$ cat src/rtl/alu_pkg.sv
// Shared ALU definitions: shift/rotate op encodings and helpers.
// Used by the pipelined shifter and its per-level mux.
package alu_pkg;

    localparam int OP_W = 3;

    localparam logic [OP_W-1:0] OP_SLL = 3'b000;
    localparam logic [OP_W-1:0] OP_SRL = 3'b001;
    localparam logic [OP_W-1:0] OP_SRA = 3'b010;
    localparam logic [OP_W-1:0] OP_ROL = 3'b011;
    localparam logic [OP_W-1:0] OP_ROR = 3'b100;

    // Encodings above OP_ROR are reserved.
    function automatic logic is_reserved_op(input logic [OP_W-1:0] op);
        return (op > OP_ROR);
    endfunction

endpackage

$ cat src/rtl/shift_level.sv
// One combinational level of the log shifter: shift/rotate by DIST when enabled.
// Ports: i_data operand, i_op mode, i_en apply shift, i_msb SRA fill, o_data result.
module shift_level
    import alu_pkg::*;
#(
    parameter int WIDTH = 32,
    parameter int DIST  = 1
) (
    input  logic [WIDTH-1:0] i_data,
    input  logic [OP_W-1:0]  i_op,
    input  logic             i_en,
    input  logic             i_msb,
    output logic [WIDTH-1:0] o_data
);

    always_comb begin
        o_data = i_data;
        if (i_en) begin
            unique case (i_op)
                OP_SLL:  o_data = {i_data[WIDTH-1-DIST:0], {DIST{1'b0}}};
                OP_SRL:  o_data = {{DIST{1'b0}}, i_data[WIDTH-1:DIST]};
                // Fill uses the original operand MSB, not this level's input.
                OP_SRA:  o_data = {{DIST{i_msb}}, i_data[WIDTH-1:DIST]};
                OP_ROL:  o_data = {i_data[WIDTH-1-DIST:0],
                                   i_data[WIDTH-1:WIDTH-DIST]};
                OP_ROR:  o_data = {i_data[DIST-1:0],
                                   i_data[WIDTH-1:DIST]};
                default: o_data = i_data;
            endcase
        end
    end

endmodule

$ cat src/rtl/pipelined_shifter.sv
// Pipelined log shifter: one register slice per shift level, valid/ready flow.
// Ports: clock/resetn, in_* request (valid/ready/data/shamt/op/tag),
// out_* result (valid/ready/data/tag/err).
module pipelined_shifter
    import alu_pkg::*;
#(
    parameter int WIDTH   = 32,
    parameter int SHAMT_W = $clog2(WIDTH),
    parameter int TAG_W   = 5
) (
    input  logic               clock,
    input  logic               resetn,
    input  logic               in_valid,
    output logic               in_ready,
    input  logic [WIDTH-1:0]   in_data,
    input  logic [SHAMT_W-1:0] in_shamt,
    input  logic [OP_W-1:0]    in_op,
    input  logic [TAG_W-1:0]   in_tag,
    output logic               out_valid,
    input  logic               out_ready,
    output logic [WIDTH-1:0]   out_data,
    output logic [TAG_W-1:0]   out_tag,
    output logic               out_err
);

    localparam int LAST = SHAMT_W - 1;

    logic [SHAMT_W-1:0] r_valid;
    logic [SHAMT_W-1:0] r_err;
    logic [SHAMT_W-1:0] r_msb;
    logic [WIDTH-1:0]   r_data  [SHAMT_W];
    logic [SHAMT_W-1:0] r_shamt [SHAMT_W];
    logic [OP_W-1:0]    r_op    [SHAMT_W];
    logic [TAG_W-1:0]   r_tag   [SHAMT_W];

    logic [SHAMT_W-1:0] w_load;

    // A slice loads if it or any slice downstream is empty, or output drains.
    always_comb begin : load_chain
        logic w_run;
        w_load = '0;
        w_run  = out_ready;
        for (int k = LAST; k >= 0; k--) begin
            w_run     = w_run | ~r_valid[k];
            w_load[k] = w_run;
        end
    end

    for (genvar k = 0; k < SHAMT_W; k++) begin : g_lvl
        logic               w_sv;
        logic [WIDTH-1:0]   w_sd;
        logic [SHAMT_W-1:0] w_ss;
        logic [OP_W-1:0]    w_so;
        logic [TAG_W-1:0]   w_st;
        logic               w_se;
        logic               w_sm;
        logic [WIDTH-1:0]   w_sh;

        if (k == 0) begin : g_src_in
            assign w_sv = in_valid;
            assign w_sd = in_data;
            assign w_ss = in_shamt;
            assign w_so = in_op;
            assign w_st = in_tag;
            assign w_se = is_reserved_op(in_op);
            assign w_sm = in_data[WIDTH-1];
        end else begin : g_src_reg
            assign w_sv = r_valid[k-1];
            assign w_sd = r_data[k-1];
            assign w_ss = r_shamt[k-1];
            assign w_so = r_op[k-1];
            assign w_st = r_tag[k-1];
            assign w_se = r_err[k-1];
            assign w_sm = r_msb[k-1];
        end

        // Shamt is consumed LSB first, so this level always looks at bit 0.
        shift_level #(
            .WIDTH (WIDTH),
            .DIST  (1 << k)
        ) u_lvl (
            .i_data (w_sd),
            .i_op   (w_so),
            .i_en   (w_ss[0] & ~w_se),
            .i_msb  (w_sm),
            .o_data (w_sh)
        );

        always_ff @(posedge clock or negedge resetn) begin
            if (!resetn) begin
                r_valid[k] <= 1'b0;
                r_data[k]  <= '0;
                r_shamt[k] <= '0;
                r_op[k]    <= '0;
                r_tag[k]   <= '0;
                r_err[k]   <= 1'b0;
                r_msb[k]   <= 1'b0;
            end else if (w_load[k]) begin
                r_valid[k] <= w_sv;
                r_data[k]  <= w_sh;
                r_shamt[k] <= w_ss >> 1;
                r_op[k]    <= w_so;
                r_tag[k]   <= w_st;
                r_err[k]   <= w_se;
                r_msb[k]   <= w_sm;
            end
        end
    end

    // Final slice's control sideband has no consumer.
    logic w_unused;
    assign w_unused = ^{r_shamt[LAST], r_op[LAST], r_msb[LAST]};

    assign in_ready  = w_load[0];
    assign out_valid = r_valid[LAST];
    assign out_data  = r_data[LAST];
    assign out_tag   = r_tag[LAST];
    assign out_err   = r_err[LAST];

endmodule

$ cat config.mk
export PLATFORM = sky130hd
export DESIGN_NAME = pipelined_shifter
export DESIGN_NICKNAME = d
export VERILOG_FILES = /design/src/rtl/alu_pkg.sv /design/src/rtl/shift_level.sv /design/src/rtl/pipelined_shifter.sv
export SDC_FILE = /design/constraint.sdc
export NUM_CORES = 1
export LEC_CHECK = 0
export ABC_AREA = 1
export CORE_UTILIZATION = 40
export DETAILED_ROUTE_END_ITERATION = 12
export PLACE_DENSITY = 0.63
export SYNTH_ARGS = -nofsm -noshare
export SYNTH_HDL_FRONTEND = slang
export SYNTH_SLANG_ARGS = --single-unit
export TNS_END_PERCENT = 5
$ cat constraint.sdc
create_clock -name clock -period 1.8 [get_ports clock]
set_clock_uncertainty 0.2 [all_clocks]
set_input_delay 0.27 -clock clock [delete_from_list [all_inputs] [get_ports clock]]
set_output_delay 0.27 -clock clock [all_outputs]
set_load 0.05 [all_outputs]
==> results.toml, run 1 <==
[outcome]
status = "finished, violations left"
violations = "setup timing"

[sta]
finalHoldViolCount = 0
setup_slack_ps = -213.7
period_share_pct = 111.9
rsz0062_at_grt = "true"
setup_viol_count_final = 1
tns_ps = -213.7
finalCriticalPeriod_ps = 2014
report.final.slew_viol_count = 0
tightest_slew_ps = 662.1
clock.fmax_mhz = 496.6
slew_headroom_pct = 55.62

[synth]
ys_warn_count = 0
yosysTopAreaCell = "dfrtp_1"
synth_area_leaders = "dfrtp_1 47%, nand2_1 26%, a21oi_1 8.1%"
synth-seq-cells = 221
syn_inst = 1770
synth.cell_area_um2 = 11870
synth_top_area_share_pct = 46.58
syn_nets = 1819
synth-seq-area-share_pct = 46.58
syn_avg_cell_area_um2 = 6.708
synth_cell_types = 21

[setup_path]
worstPathCellList = "nand3_4, nor2_4, nand3_2, buf_4, buf_6"
crit_type = "flop to output pin"
crit_fanout = 3
crit_slowest_cell = "dfrtp_1"
start_kind = "flop"
critPathTopFamily = "flip-flops"
end_kind = "output pin"
critPathMaxStageDelay_ps = 380
critPathArrivalTime_ps = 1540
crit_required_ps = 1330
cp.buffers_inverters = 2

[final_layout]
finish.utilization_pct = 50.45
fillers = 2854
final_cells = 2272
n_antenna_cell = 0
area_delta_synth_final_pct = 22.94
multi_input_area_um2 = 5390
nNetsFinal = 1919
layout_commonest_cell = "nand2_1"
layout-drive-gt1-share_pct = 9.905
final_cell_mix = "832 x nand2_1, 218 x dfrtp_1, 193 x a21oi_1"
regArea_um2 = 5534

[global_routing]
antenna_found_initial = 0
gr-total-overflow = 0
grt_util_all_layers_pct = 19.24
grt_max_degree = 57
grt_pass1_wl_um = 49290
grt_pass1_vias = 10140

[place]
dp.cells = 2220
finalWeightedCongestion = 0.8360
pre_cts_ws_ps = -298.5
portBuffers = 88
dp_hpwl_um = 20470

[routing]
drt_wl_total_um = 29280
drt-pass1-iter-count = 5
wl_per_cell_um = 12.89
num_vias = 10970
drc = 0
drt_iter0_drc = 692
ant_nets = 0
via_per_inst = 4.829

[cts]
numClockSinks = 221
root_buffer = "clkbuf_16"
cts-htree-levels = 1
clock_latency_ps = 530
cts_buffers = 25
path_clk_slew_ps = 60
cts_max_path_buffers = 3
cts_tree = "done"

[worst_hold_path]
hold_class = "input port to asynchronous set/reset pin"

[power_and_ir_drop]
leakagePower_uw = 0.007580
power_per_cell_area_nw_per_um2 = 1442
vdd_drop_max_mv = 0.8111
total_power_uw = 21050

[floorplan]
die_h_um = 174.3
rows = 62
core-area_um2 = 28940
start_util_pct = 41.04
fp.dieW_um = 174.3
dieArea_um2 = 30380
io_pins = 89

[flow_run]
cap_violations = 0
[through the flow]
stage / area, um^2 / hold WS (ps)
detailed placement: 13650 / 4.792
floorplan: 11890 / -225.6
CTS: 14520 / 5.745
global route: 14600 / 37.64
global placement: 13650 / 2.007
finish: 14600 / 13.05
[logic make-up (layout without fill, tap and decap cells)]
group / after synthesis / after routing / synth area share, %
buffers and inverters: 262 / 378 / 8.725
and+or+nand+nor: 971 / 973 / 31.38
DFF: 221 / 221 / 46.58
AOI/OAI and AO/OA: 316 / 316 / 13.32
[metal layers]
| metal | vias to the layer above | global-route usage, % | share of wire (%) |
|---|---|---|---|
| li1 | 5678 | - | - |
| met1 | 4984 | 26.87 | 47 |
| met2 | 259 | 31.42 | 46 |
| met3 | 51 | 2.384 | 4.1 |
| met4 | 0 | 5.154 | 2.4 |
| met5 | - | 0 | 0 |
[layout make-up]
| class | count | share of cell area (%) |
|---|---|---|
| inverter | 165 | 4.260 |
| tap | 384 | 3.291 |
| clock buffer | 33 | 4.697 |
| sequential | 221 | 37.91 |
| timing repair buffer | 168 | 12.07 |
| multi-input combinational | 1289 | 36.92 |
| clock inverter | 12 | 0.8485 |
[state kept, by name, summed over array words and instances (netlist names)]
register    count
out_valid       1
g_lvl.w_sv      4
out_err         1
g_lvl.w_se      4
g_lvl.w_sm      4
out_tag         5
g_lvl.w_so     12
g_lvl.w_ss     10
out_data       32
g_lvl.w_st     20
g_lvl.w_sd    128
[repair_timing]
action / 4_1_cts / 5_1_grt
endpoints found under the setup margin: 61 / 93
pin swaps: 1 / 3
gates cloned: 0 / 3
hold endpoints to repair: 221 / 0
hold buffers: 1 / 0
buffers inserted: 3 / 0
gates resized for setup: 5 / 13
[synth_stat cells]
cell / number
clkbuf_1: 50
buf_1: 7
inv_1: 161
nor2_4: 1
nand3_1: 21
o21ai_0: 92
nand3b_1: 1
nor2_2: 3
nor3_2: 1
buf_4: 1
nand4_1: 3
nand3_2: 1
inv_2: 4
buf_2: 39
nor3_1: 5
or2_2: 4
o21ai_1: 31
dfrtp_1: 221
nand2_1: 833
nor2_1: 98
a21oi_1: 193
[power breakdown]
group          switching, uW  internal (uW)
registers               1400           6580
logic                   5270           2850
clock network           1990           2970
[worst reg2reg max path: cells and delay by family (launching register included)]
kind / cells / cell delay [ps]
simple gates: 4 / 570
buf+inv: 3 / 420
flops: 1 / 420
[final timing paths]
check | end | cells past startpoint | from | slack [ps]
worst max-delay path | in_ready | 5 | g_lvl[4].w_sv$_DFFE_PN0P_ | -210
worst min-delay path | g_lvl[4].w_st[3]$_DFFE_PN0P_ | 2 | resetn | 10
worst max register to register | g_lvl[2].w_sv$_DFFE_PN0P_ | 7 | out_valid$_DFFE_PN0P_ | 60
worst min register to register | g_lvl[1].w_ss[1]$_DFFE_PN0P_ | 2 | g_lvl[1].w_ss[1]$_DFFE_PN0P_ | 270
max in group asynchronous | g_lvl[1].w_sd[11]$_DFFE_PN0P_ | 3 | resetn | 780
min in group clock | g_lvl[1].w_st[4]$_DFFE_PN0P_ | 3 | in_tag[4] | 90
No activity file was read; power rests on OpenSTA's default activity.
==> run 2, diff against run 1 <==
--- a/config.mk
+++ b/config.mk
@@ -8,7 +8,8 @@
 export ABC_AREA = 1
 export CORE_UTILIZATION = 40
 export DETAILED_ROUTE_END_ITERATION = 12
-export PLACE_DENSITY = 0.63
+export MAX_ROUTING_LAYER = met4
+export PLACE_DENSITY = 0.65
 export SYNTH_ARGS = -nofsm -noshare
 export SYNTH_HDL_FRONTEND = slang
 export SYNTH_SLANG_ARGS = --single-unit
==> constraint.sdc (replaced) <==
create_clock -name clock -period 1.61 [get_ports clock]
set_clock_uncertainty 0.2 [all_clocks]
set_input_delay 0.2415 -clock clock [delete_from_list [all_inputs] [get_ports clock]]
set_output_delay 0.2415 -clock clock [all_outputs]
set_load 0.05 [all_outputs]
==> results.toml, run 2 (synthesis results as in run 1) <==
[outcome]
status = "finished, violations left"
violations = "setup timing"

[floorplan]
core-area_um2 = 28940
fp.dieW_um = 174.3
die_h_um = 174.3
dieArea_um2 = 30380
io_pins = 89
start_util_pct = 41.04
rows = 62

[sta]
finalCriticalPeriod_ps = 1969
hold_ws_ps = 67.70
setup_viol_count_final = 101
report.final.slew_viol_count = 0
tightest_slew_ps = 629.1
finalHoldViolCount = 0
slew_headroom_pct = 58.06
clock.fmax_mhz = 507.8
setup_slack_ps = -359.5
rsz0062_at_grt = "true"
period_share_pct = 122.3

[routing]
num_vias = 11160
via_per_inst = 4.856
ant_nets = 0
drt_wl_total_um = 30570
drc = 0
drt-pass1-iter-count = 4
drt_iter0_drc = 782
wl_per_cell_um = 13.30

[cts]
clock_latency_ps = 530
cts_buffers = 25
numClockSinks = 221
cts-htree-levels = 1
root_buffer = "clkbuf_16"
cts_max_path_buffers = 3
cts_tree = "done"
path_clk_slew_ps = 60

[global_routing]
gr-usage-met2_pct = 32.89
met3_usage_pct = 2.493
grt_pass1_vias = 10460
grt_max_degree = 65
grt_util_all_layers_pct = 20.36
use_met1_pct = 26.89
grt_pass1_wl_um = 50670
gr-total-overflow = 0
top_usage_layer = "met2"
antenna_found_initial = 0

[power_and_ir_drop]
power_per_cell_area_nw_per_um2 = 1641
vdd_drop_max_mv = 0.7784
leakagePower_uw = 0.007973

[flow_run]
cap_violations = 0

[final_layout]
final_cells = 2299
n_antenna_cell = 0
layout-drive-gt1-share_pct = 13.16
area_delta_synth_final_pct = 31.57
layout_commonest_cell = "nand2_1"
final_cell_mix = "819 x nand2_1, 219 x dfrtp_1, 181 x a21oi_1"
largest_register_ffs = 128
nNetsFinal = 1948

[setup_path]
crit_fanout = 2
end_kind = "output pin"
reg2reg_from = "g_lvl[2].w_so[1]$_DFFE_PN0P_"
critPathArrivalTime_ps = 1530
start_kind = "flop"
crit_type = "flop to output pin"
startpoint = "out_valid$_DFFE_PN0P_"
crit_required_ps = 1170

[place]
dp_hpwl_um = 20890
finalWeightedCongestion = 0.8580
dp.cells = 2240
portBuffers = 88

[worst_hold_path]
hp-start = "in_tag[3]"
hold_class = "input port to flop"
-- run 2: worst paths after layout --
kind	to	slack [ps]	depth (start not counted)
max	in_ready	-360	5
min	g_lvl[1].w_st[3]$_DFFE_PN0P_	70	3
max reg2reg	g_lvl[3].w_sd[14]$_DFFE_PN0P_	-100	7
min reg2reg	g_lvl[1].w_st[2]$_DFFE_PN0P_	270	2
max in group asynchronous	out_valid$_DFFE_PN0P_	380	3
min in group asynchronous	out_tag[3]$_DFFE_PN0P_	130	3
-- run 2: final cells by class --
cell class / count / area, um^2
fillers: 2761 / 13310
multi-input cells: 1290 / 5570
flip-flops and latches: 221 / 5533
repair buffers: 196 / 2577
clock buffers: 34 / 709.4
inverters: 165 / 624.3
well taps: 384 / 480.5
clock inverters: 9 / 127.6
-- run 2: metal layers --
| metal | wire length (um) | up-vias |
|---|---|---|
| li1 | - | 5738 |
| met1 | 14170 | 5118 |
| met2 | 14330 | 245 |
| met3 | 1200 | 63 |
| met4 | 867 | 0 |
| met5 | 0 | - |
-- run 2: power by group --
part | total (uW) | internal, uW | switching [uW]
logic | 10700 | 4580 | 6100
clock network | 5740 | 3540 | 2200
registers | 9220 | 7360 | 1860
total | 25600 | 15500 | 10200
-- run 2: worst max-delay path: stages (launching register included) --
cell and delay, ps:
dfrtp_2 390, nand3_4 100, nor2_4 120, nand3_2 100, buf_6 140, buf_6 140
-- run 2: repair_timing --
item                                    4_1_cts  5_1_grt
pin swaps                                     7       17
hold buffers                                  3        0
setup buffers                                 4        1
resized for setup                            19       67
endpoints found under the setup margin      109      199
cloned                                        1        7
endpoints found under the hold margin       221        0
-- run 2: through the flow --
step                total power, uW  worst slack (ps)  util [%]  instance area (um^2)  setup TNS [ps]
finish                        25640            -359.5     53.99                 15620           -3348
global route                  27370            -416.8     53.99                 15620          -14450
floorplan                     14720            -131.5         -                 11930          -11480
global placement              19080            -451.5     49.33                 14270          -57650
CTS                           25340            -372.8     52.70                 15250           -3930
detailed placement            19300            -525.1     49.33                 14270          -62740
==> run 3, diff against run 2 <==
--- a/config.mk
+++ b/config.mk
@@ -5,10 +5,8 @@
 export SDC_FILE = /design/constraint.sdc
 export NUM_CORES = 1
 export LEC_CHECK = 0
-export ABC_AREA = 1
 export CORE_UTILIZATION = 40
 export DETAILED_ROUTE_END_ITERATION = 12
-export MAX_ROUTING_LAYER = met4
 export PLACE_DENSITY = 0.65
 export SYNTH_ARGS = -nofsm -noshare
 export SYNTH_HDL_FRONTEND = slang
==> results.toml, run 3 <==
[sta]
report.final.slew_viol_count = 0
rsz0062_at_grt = "true"
finalHoldViolCount = 0
tightest_slew_ps = 776.6
finalCriticalPeriod_ps = 2144
period_share_pct = 133.2
clock.fmax_mhz = 466.4
slew_headroom_pct = 48.23
setup_viol_count_final = 170
setup_slack_ps = -534.2

[final_layout]
fillers = 2754
largest_register_ffs = 128
layout_commonest_cell = "nand2_1"
layout-drive-gt1-share_pct = 20.57
n_antenna_cell = 0
area_delta_synth_final_pct = 33.70
nNetsFinal = 1655
final_cell_mix = "297 x nand2_1, 218 x dfrtp_1, 159 x o21ai_0"
final_cells = 2020

[synth]
synth_compound_area_share_pct = 27.27
ys_warn_count = 0
syn_inst = 1453
yosysTopAreaCell = "dfrtp_1"
synth_top_area_share_pct = 44.64
synth_adder_area_share_pct = 0
ys.flop_type = "dfrtp_1"
synth-seq-area-share_pct = 44.64
synthSimpleGateAreaFrac_pct = 19.88
synth-seq-cells = 221
synth.most_common_cell = "nand2_1"
synth-xor-area-share_pct = 0.3535
synth_area_leaders = "dfrtp_1 45%, nand2_1 9.0%, o21ai_0 7.6%"
synth_top_cells_by_count = "298 x nand2_1, 221 x dfrtp_1, 188 x o21ai_0"
synth_top_family_by_area = "compound AO/OA/AOI/OAI gates"
syn_avg_cell_area_um2 = 8.526
synth_cell_types = 53
syn_nets = 1502
synth_mux_area_share_pct = 2.313
synth.cell_area_um2 = 12390
async_flop_share_pct = 100.0
synth_edf_count = 0

[global_routing]
grt_max_degree = 55
grt_pass1_wl_um = 58940
gr-total-overflow = 0
grt_util_all_layers_pct = 22.69
antenna_found_initial = 0
grt_pass1_vias = 11140

[setup_path]
critPathArrivalTime_ps = 1700
crit_fanout = 2
critPathMaxStageDelay_ps = 350
r2r-end = "g_lvl[1].w_sd[13]$_DFFE_PN0P_"
startpoint = "g_lvl[4].w_sv$_DFFE_PN0P_"
crit_required_ps = 1170
worstRegToRegCells = 7
start_kind = "flop"
crit_slowest_cell = "dfrtp_1"
r2r_setup_slack_ps = -340
worstPathCellList = "and4b_2, and3_4, buf_12, clkinvlp_4, buf_6"
end_kind = "output pin"
crit_type = "flop to output pin"
reg2reg_from = "g_lvl[4].w_sv$_DFFE_PN0P_"

[power_and_ir_drop]
leakagePower_uw = 0.007035
power_per_cell_area_nw_per_um2 = 1590
vdd_drop_max_mv = 0.9952

[floorplan]
start_util_pct = 40.60
rows = 64
core-area_um2 = 30510
fp.dieW_um = 178.0
die_h_um = 178.0
dieArea_um2 = 31680
io_pins = 89

[cts]
cts_tree = "done"
cts-htree-levels = 1
root_buffer = "clkbuf_16"
cts_buffers = 25
path_clk_slew_ps = 60
clock_latency_ps = 520
numClockSinks = 221
cts_max_path_buffers = 3

[worst_hold_path]
hp-start = "in_valid"
hold_path_end = "g_lvl[1].w_sv$_DFFE_PN0P_"
holdPathStages = 2
hold_class = "input port to flop"

[place]
portBuffers = 88
pre_cts_ws_ps = -622.5
finalWeightedCongestion = 0.9315
dp.cells = 1958
dp_hpwl_um = 24370

[routing]
drt_wl_total_um = 35420
drt_iter0_drc = 779
num_vias = 11550
drc = 0
via_per_inst = 5.720
drt-pass1-iter-count = 5
ant_nets = 0
wl_per_cell_um = 17.53

[outcome]
status = "finished, violations left"
violations = "setup timing"

[flow_run]
cap_violations = 0
-- run 3: cell count changes after synthesis, sizes merged, moves of 28 or more --
| cell | change |
|---|---|
| a21o | +46 |
| a32o | +31 |
| a21oi | -164 |
| nor4b | +30 |
| inv | -162 |
| o21ai | +114 |
| nand2 | -535 |
| nor2 | +36 |
| clkbuf | +28 |
| a221oi | +70 |
-- run 3: per-stage QoR --
step           power (uW)  utilization [%]  hold slack (ps)  setup TNS (ps)  area [um^2]
6_report            26330            54.29            111.5          -33230        16560
5_1_grt             27750            54.29            106.7          -45890        16560
4_1_cts             26070            53.35            90.66          -34390        16280
3_5_place_dp        19760            49.56           -60.08          -83400        15120
3_3_place_gp        19560            49.56           -60.16          -81820        15120
2_1_floorplan       14760                -           -254.1          -34020        12400
-- run 3: routing by layer --
metal	routed length [um]	GRT usage (%)	vias up
met4	906	6.339	0
li1	-	-	5537
met5	0	0	-
met3	1916	2.472	68
met1	15420	30.64	5533
met2	17180	38.44	416
-- run 3: logic make-up (layout without fill, tap and decap cells) --
| group | count (synthesis) | count (layout) |
|---|---|---|
| simple gates | 558 | 558 |
| compound gates | 501 | 501 |
| flops | 221 | 221 |
| buf+inv | 141 | 312 |
| mux | 27 | 27 |
| xor+xnor | 5 | 5 |
-- run 3: critical path: cells and delay by family, from the launching register on --
family	cells	cell delay, ps
flops	1	350
buf+inv	3	310
simple gates	2	520
-- run 3: worst max-delay path by stage --
stage and to:
2_1_floorplan in_ready, 3_3_place_gp g_lvl[1].w_sd[11]$_DFFE_PN0P_, 4_1_cts in_ready, 5_1_grt in_ready, 6_report in_ready, 3_5_place_dp g_lvl[1].w_sd[13]$_DFFE_PN0P_
-- run 3: where the power goes --
group / switching (uW) / internal, uW / leakage [uW]
registers: 2340 / 7380 / 0.00262
clock network: 2220 / 3610 / 0.000411
logic: 5600 / 5170 / 0.00400
-- run 3: area by class of cell --
| type | instances | area [um^2] | area share [%] |
|---|---|---|---|
| well taps | 396 | 495.5 | 2.991 |
| multi-input cells | 1091 | 6485 | 39.15 |
| inverters | 3 | 15.01 | 0.09065 |
| repair buffers | 264 | 3188 | 19.25 |
| clock inverters | 6 | 107.6 | 0.6496 |
| flip-flops and latches | 221 | 5534 | 33.41 |
| clock buffers | 39 | 738.2 | 4.457 |
-- run 3: what timing repair did --
| item | in CTS | in global routing |
|---|---|---|
| hold buffers | 2 | 0 |
| pin swaps | 19 | 11 |
| gates cloned | 2 | 4 |
| gates resized for setup | 54 | 58 |
| hold endpoints to repair | 221 | 0 |
| setup endpoints to repair | 185 | 222 |
| setup buffers | 3 | 6 |
